<file path="src/rtl/fetch_unit_pkg.sv">
// Shared fetch-stage definitions: FSM states, NOP/halt encodings, IF/ID slot layout.
package fetch_unit_pkg;
    localparam logic [31:0] RESET_PC_DEF = 32'h0000_0000;
    localparam logic [31:0] NOP_INST_DEF = 32'h0000_0013;
    localparam logic [31:0] INST_HALT    = 32'h0000_0000;

    typedef enum logic [1:0] {
        ST_BOOT = 2'd0,
        ST_RUN  = 2'd1,
        ST_HALT = 2'd2
    } fetch_state_e;

    typedef struct packed {
        logic        valid;
        logic [31:0] pc;
        logic [31:0] inst;
    } if_id_t;
endpackage

</file>
<file path="src/rtl/fetch_unit_if_id_reg.sv">
// Pipeline slot register (valid + pc + inst) with load, hold and flush-to-NOP.
module if_id_reg
    import fetch_unit_pkg::*;
#(
    parameter logic [31:0] NOP_INST = NOP_INST_DEF
) (
    input  logic   clk,
    input  logic   reset,
    input  logic   load,
    input  logic   flush,
    input  if_id_t d,
    output if_id_t q
);
    always_ff @(posedge clk) begin
        if (reset) begin
            q.valid <= 1'b0;
            q.pc    <= 32'h0;
            q.inst  <= NOP_INST;
        end else if (flush) begin
            // pc is left as-is; only valid/inst define an empty slot
            q.valid <= 1'b0;
            q.inst  <= NOP_INST;
        end else if (load) begin
            q <= d;
        end
    end
endmodule

</file>
<file path="src/rtl/fetch_unit.sv">
// Instruction-fetch stage: PC, BOOT/RUN/HALT FSM, next-PC select, IF/ID capture.
// Optional misaligned-redirect checking is enabled by defining FETCH_MISALIGN_CHK_EN.
module fetch_unit
    import fetch_unit_pkg::*;
#(
    parameter logic [31:0] RESET_PC = RESET_PC_DEF,
    parameter logic [31:0] NOP_INST = NOP_INST_DEF
) (
    input  logic        clk,
    input  logic        reset,
    output logic [31:0] imem_pc,
    input  logic [31:0] imem_inst,
    input  logic        stall,
    input  logic        redirect_valid,
    input  logic [31:0] redirect_pc,
    output logic        if_id_valid,
    output logic [31:0] if_id_pc,
    output logic [31:0] if_id_inst,
    output logic        halted,
    output logic        misalign_err
);
    fetch_state_e state_q, state_d;
    logic [31:0]  pc_q;
    logic [31:0]  redir_tgt;
    logic         redir_ok, redir_bad;
    logic         cap, flush, pc_inc;
    if_id_t       slot_d, slot_q;

`ifdef FETCH_MISALIGN_CHK_EN
    logic err_q;
    assign redir_bad = redirect_valid && (redirect_pc[1:0] != 2'b00);
    assign redir_tgt = redirect_pc;

    always_ff @(posedge clk) begin
        if (reset)          err_q <= 1'b0;
        else if (redir_bad) err_q <= 1'b1;
    end
    assign misalign_err = err_q;
`else
    logic unused_lo;
    assign unused_lo    = ^redirect_pc[1:0];
    assign redir_bad    = 1'b0;
    assign redir_tgt    = {redirect_pc[31:2], 2'b00};
    assign misalign_err = 1'b0;
`endif

    assign redir_ok = redirect_valid && !redir_bad;

    always_ff @(posedge clk) begin
        if (reset) state_q <= ST_BOOT;
        else       state_q <= state_d;
    end

    always_comb begin
        state_d = state_q;
        if (redir_ok)       state_d = ST_RUN;
        else if (redir_bad) state_d = ST_HALT;
        else begin
            case (state_q)
                ST_BOOT: state_d = ST_RUN;
                ST_RUN:  if (!stall && imem_inst == INST_HALT) state_d = ST_HALT;
                ST_HALT: state_d = ST_HALT;
                default: state_d = ST_BOOT;
            endcase
        end
    end

    // Any redirect (good or bad) flushes; the word on imem_inst is dropped.
    always_comb begin
        cap    = 1'b0;
        pc_inc = 1'b0;
        flush  = redirect_valid;
        halted = (state_q == ST_HALT);
        if (!redirect_valid && state_q == ST_RUN && !stall) begin
            if (imem_inst == INST_HALT) begin
                flush = 1'b1;
            end else begin
                cap    = 1'b1;
                pc_inc = 1'b1;
            end
        end
    end

    always_ff @(posedge clk) begin
        if (reset)         pc_q <= RESET_PC;
        else if (redir_ok) pc_q <= redir_tgt;
        else if (pc_inc)   pc_q <= pc_q + 32'd4;
    end

    assign imem_pc      = pc_q;
    assign slot_d.valid = 1'b1;
    assign slot_d.pc    = pc_q;
    assign slot_d.inst  = imem_inst;

    if_id_reg #(.NOP_INST(NOP_INST)) u_if_id (
        .clk   (clk),
        .reset (reset),
        .load  (cap),
        .flush (flush),
        .d     (slot_d),
        .q     (slot_q)
    );

    assign if_id_valid = slot_q.valid;
    assign if_id_pc    = slot_q.pc;
    assign if_id_inst  = slot_q.inst;
endmodule

</file>
<file path="config.mk">
export PLATFORM = sky130hd
export DESIGN_NAME = fetch_unit
export DESIGN_NICKNAME = d
export VERILOG_FILES = /design/src/rtl/fetch_unit_pkg.sv /design/src/rtl/fetch_unit_if_id_reg.sv /design/src/rtl/fetch_unit.sv
export SDC_FILE = /design/constraint.sdc
export NUM_CORES = 1
export LEC_CHECK = 0
export ABC_CLOCK_PERIOD_IN_PS = 2150
export CAP_MARGIN = 25
export CORE_MARGIN = 10
export CORE_UTILIZATION = 40
export CTS_BUF_LIST = sky130_fd_sc_hd__clkbuf_2 sky130_fd_sc_hd__clkbuf_4 sky130_fd_sc_hd__clkbuf_8
export DETAILED_ROUTE_END_ITERATION = 10
export PLACE_DENSITY = 0.77
export SLEW_MARGIN = 20
export SYNTH_ARGS = -nofsm -noshare
export SYNTH_HDL_FRONTEND = slang
export SYNTH_SLANG_ARGS = --single-unit
</file>
<file path="constraint.sdc">
create_clock -name clk -period 2.15 [get_ports clk]
set_clock_uncertainty 0.1 [all_clocks]
set_input_delay 0.43 -clock clk [delete_from_list [all_inputs] [get_ports clk]]
set_output_delay 0.43 -clock clk [all_outputs]
set_load 0.02 [all_outputs]
</file>
# After elaboration in Yosys (flattened, before gate mapping)
# Index checks and enable logic that the tools add are counted.
# classes
n_addsub,1
eq_ne,4
mux,9
n_bitwise,1
reduce_logical,11
# ops
cell,count
$mux W32,2
$add A32 B3 Y32 const B,1
$logic_not A32 Y1,1
$pmux W2 S3,1
$mux W1,5
$reduce_or A2 Y1,2
$logic_and A1 B1 Y1,3
$ne A3 B3 Y1 const B,1
$eq A2 B1 Y1 const B,1
$eq A2 B2 Y1 const B,1
$logic_not A1 Y1,2
$logic_not A2 Y1,1
$mux W2,1
$ne A2 B2 Y1 const B,1
$reduce_and A2 Y1,1
$reduce_bool A2 Y1,1
$not A1 Y1,1
# totals
register_bits,99
output_inout_bits,99
elab_cells,33

# Depth between registers and ports, before layout
# depth
ltp_word,6
ltp_mapped,11

# Modules after synthesis
# Synthesis repeated with hierarchy kept, for this count alone.
# hier_totals
cells_unflattened,506
hier_area_um2,4760.8
# modules_own_cells
mod,n_inst,cells_each,area_per_inst_um2
if_id_reg,1,253,2661.3
fetch_unit,1,253,2099.5

# Worst setup path after synthesis
# OpenSTA, ideal clock, no wires.
# synth_timing
path_kind,reg2reg
start,"register pc_q[2], in the netlist imem_pc[2]"
end,"register pc_q[26], in the netlist imem_pc[26]"
setup_time_ns,0.130
t_arrival_ns,2.219
required_ns,1.920
slack_ns,-0.299
path_stages_with_launch,7
n_path_buf,0
period_less_slack_ns,2.449
cell_sequence,dfxtp_1 ha_1 nand3_2 or4_1 or4_1 o311ai_1 a31oi_1
# synth_between
elab_chain_len,3
# synth_lines
element,line,rtl
start: declaration,fetch_unit.sv:23,logic [31:0] pc_q;
start signal: assignment,fetch_unit.sv:86,else if (redir_ok) pc_q <= redir_tgt;
start signal: assignment,fetch_unit.sv:87,else if (pc_inc) pc_q <= pc_q + 32'd4;
$add A32 B3 Y32,fetch_unit.sv:87,
$mux W32,fetch_unit.sv:87,
$mux W32,fetch_unit.sv:86,
# Every way passes these cells. The select of a mux whose other input is x is not followed.
# A chain may end at the register's enable or synchronous reset.

# Final worst setup path
# layout_timing
start,"register pc_q[3], in the netlist imem_pc[3]"
end,"register pc_q[26], in the netlist imem_pc[26]"
# The elaborated chain is that of the path after synthesis.

==> qor.txt <==
Outcome: finished, final reports clean
GRT Overall Usage: 0.1949
Worst setup SP type: flop
Ant. Diodes: 0
Yosys warning count: 0
Xor and xnor area share after synthesis: 0.006126
VDD IR max: 0.3560 mV
Worst hold path type: in2reg
Mux cell area share after synthesis: 0.004667
FF-to-FF setup slack: 0.04 ns
Crit share post-route: 0.9803
Most frequent cells after synthesis: 155 x nand2_1, 95 x dfxtp_1, 65 x a21oi_1
Routed WL per cell: 17.64 µm
Chip height: 123.6 µm
Final Util: 0.6718
MaxCap Viol Count: 0
Worst EP required: 2.30 ns
Vias in the first global route: 4828
Via count: 4851
Input/output buffers: 159
Worst r2r src: imem_pc[3]
H-tree depth: 3
Synth area leader: dfxtp_1
Complex-gate fraction of the synthesized area: 0.1928
GP Congestion: 0.8716
Final setup viols: 0
Layout cells sized above 1: 0.1760
# rows: 37
Area of the multi-input gates: 2349 µm²
DRT iter0 DRCs: 413
Post-route DRC: 0
Post-Syn Instances: 538
Crit path kind: reg2reg
Cell family with most CP delay: simple AND/OR/NAND/NOR gates
Core region area: 10370 µm²
Post-synth ARST share: 0
Filler Cell Count: 824
CTS Buffer Depth: 2
Hpwl dp: 11630 µm
Fin. max-slew vios: 0
CTS Root Cell: clkbuf_8
Share of the synthesized area in the top cell type: 0.4434
Overflow after GRT: 0
Worst path bufs/invs: 0
Cell at the slowest stage of the critical path: or4_4
Seq/Total Area, Yosys: 0.4434
CTS sink count: 95
Reg-to-reg critical path endpoint: imem_pc[26]
Most common cell in the synthesized netlist: nand2_1
Fin nets: 817
Final ANT Viol Nets: 0
Post-synthesis simple-gate area fraction: 0.2733
Global-route wire length before repair: 24210 µm
RSZ-0062 raised after global routing: yes
Cts hold-fix bufs: 0
Power Total: 3.900 mW
Hold path endpoint: u_if_id.q[26]
Fmax: 474.5 MHz
Critical path arrival: 2.26 ns
Crit Path Max Fanout: 2
Crit-path max cell delay: 0.54 ns
TritonCTS Buffers: 9
1st-pass router iterations: 5
Cell Area, Synth: 4289 µm²
Leakage power total: 2.553 nW
Die area: 15260 µm²
#FFs+latches synth: 95
Avg Cell Area, Syn: 7.972 µm²
IO Pins: 167
Hold path start: imem_inst[26]
EDFF count, synth: 0
Setup TNS: 0 ns
Largest family of logic cells by synthesized area: simple AND/OR/NAND/NOR gates
Hold depth: 3
Top FF cell, synth: dfxtp_1
Worst r2r path cells: 6
Layout area overhead: 62.43%
Initial Utilization: 0.4136
Top cells by area, synth: dfxtp_1 44%, nand2_1 14%, a21oi_1 7.6%
Initial antenna violation count: 1
FF+latch area: 1916 µm²
Later-pin clock latency in the skew report: 0.37 ns
Power Dens Cells: 559.8 nW/µm²
Largest net degree at the start of global routing: 34
Crit. End Element: flop
Unique cell type count in the Yosys netlist: 50
Mean number of vias per cell: 5.475
Crit path cell chain: ha_4 > nand3_4 > or4_4 > or4_1 > o311ai_1 > a31oi_1
Total Routed Length: 15630 µm
Clk slew on worst S/H paths: 0.09 ns
TritonCTS clock tree: done
Final Hold Fails: 0
Post-layout minimum cycle time: 2.108 ns
Area share of fa/ha/maj cells after synthesis: 0.01167
Chip width: 123.6 µm
layout make-up:
type	count	area share
multi-input combinational	398	0.3371
timing repair buffer	234	0.3269
sequential	95	0.2750
tap	136	0.02443
clock buffer	10	0.01976
clock inverter	6	0.01311
inverter	7	0.003772
worst max-delay path by stage:
stage	start	endpoint	slack [ns]	cells after the start
after floorplan	imem_pc[3]	imem_pc[26]	0.02	6
after global placement	imem_inst[26]	imem_pc[2]	-0.49	8
after detailed placement	imem_inst[26]	imem_pc[4]	-0.61	7
after CTS	imem_inst[29]	imem_pc[19]	-0.008	9
after global routing	imem_pc[3]	imem_pc[26]	-0.04	6
final	imem_pc[3]	imem_pc[26]	0.04	6
state kept, by name, indices dropped and copies added (netlist names):
signal and flops:
state_q 2, imem_pc 30, u_if_id.q 63
where the power goes:
group          switching (mW)  total [mW]  leakage (nW)  internal, mW
Combinational           0.348       0.690          1.67         0.342
Clock                   0.650        1.34         0.110         0.693
Sequential             0.0533        1.87         0.776          1.81
placed cells by master, fill, tap and decap left out, drive strengths merged, types with 5 or more instances in the layout:
cell type | netlist | layout
clkbuf | 23 | 10
nand4 | 11 | 11
dfxtp | 95 | 95
nor4 | 11 | 11
o21ai | 5 | 5
nor2 | 18 | 18
a21oi | 65 | 65
or4 | 10 | 10
conb | 1 | 5
clkdlybuf4s50 | 0 | 141
nand2 | 156 | 156
or3 | 11 | 11
inv | 7 | 8
buf | 18 | 76
o311ai | 15 | 15
nand3 | 20 | 20
dlymetal6s2s | 1 | 17
o211ai | 10 | 10
a31oi | 15 | 15
per-layer routing:
layer,track usage,part of all wire
met1,0.2264,0.39
met2,0.3249,0.48
met3,0.07612,0.11
met4,0.05895,0.018
met5,0,0.00083
through the flow:
step / worst slack (ns) / cell area (µm²) / hold slack, ns / cells
floorplan: 0.01594 / 4334 / 0.4122 / 542
global placement: -0.4893 / 6432 / 0.3416 / 864
detailed placement: -0.6134 / 6432 / 0.3468 / 864
CTS: -0.008012 / 6738 / 0.3063 / 881
global route: -0.04110 / 6967 / 0.2440 / 886
finish: 0.04235 / 6967 / 0.2519 / 886
cells by family (layout without fill, tap and decap cells):
group | after synthesis | in the layout
buffers and inverters | 49 | 257
adders and majority gates | 4 | 4
muxes | 2 | 2
other | 1 | 5
DFF | 95 | 95
and+or+nand+nor | 253 | 253
AOI/OAI and AO/OA | 131 | 131
xor gates and xnor gates | 3 | 3
worst reg2reg max path: cells and delay by family (launching register included):
kind	cells	cell delay (ns)
adder cells (fa/ha/maj)	1	0.14
AND/OR/NAND/NOR	3	1.03
AO/OA/AOI/OAI	2	0.36
flip-flops	1	0.37
timing repair:
| action | CTS | global route |
|---|---|---|
| gates resized for setup | 15 | 44 |
| endpoints found under the setup margin | 94 | 93 |
| buffers inserted | 1 | 5 |
| pin swaps | 6 | 13 |
| endpoints found under the hold margin | 0 | 0 |
(Power assumes the default switching activity.)
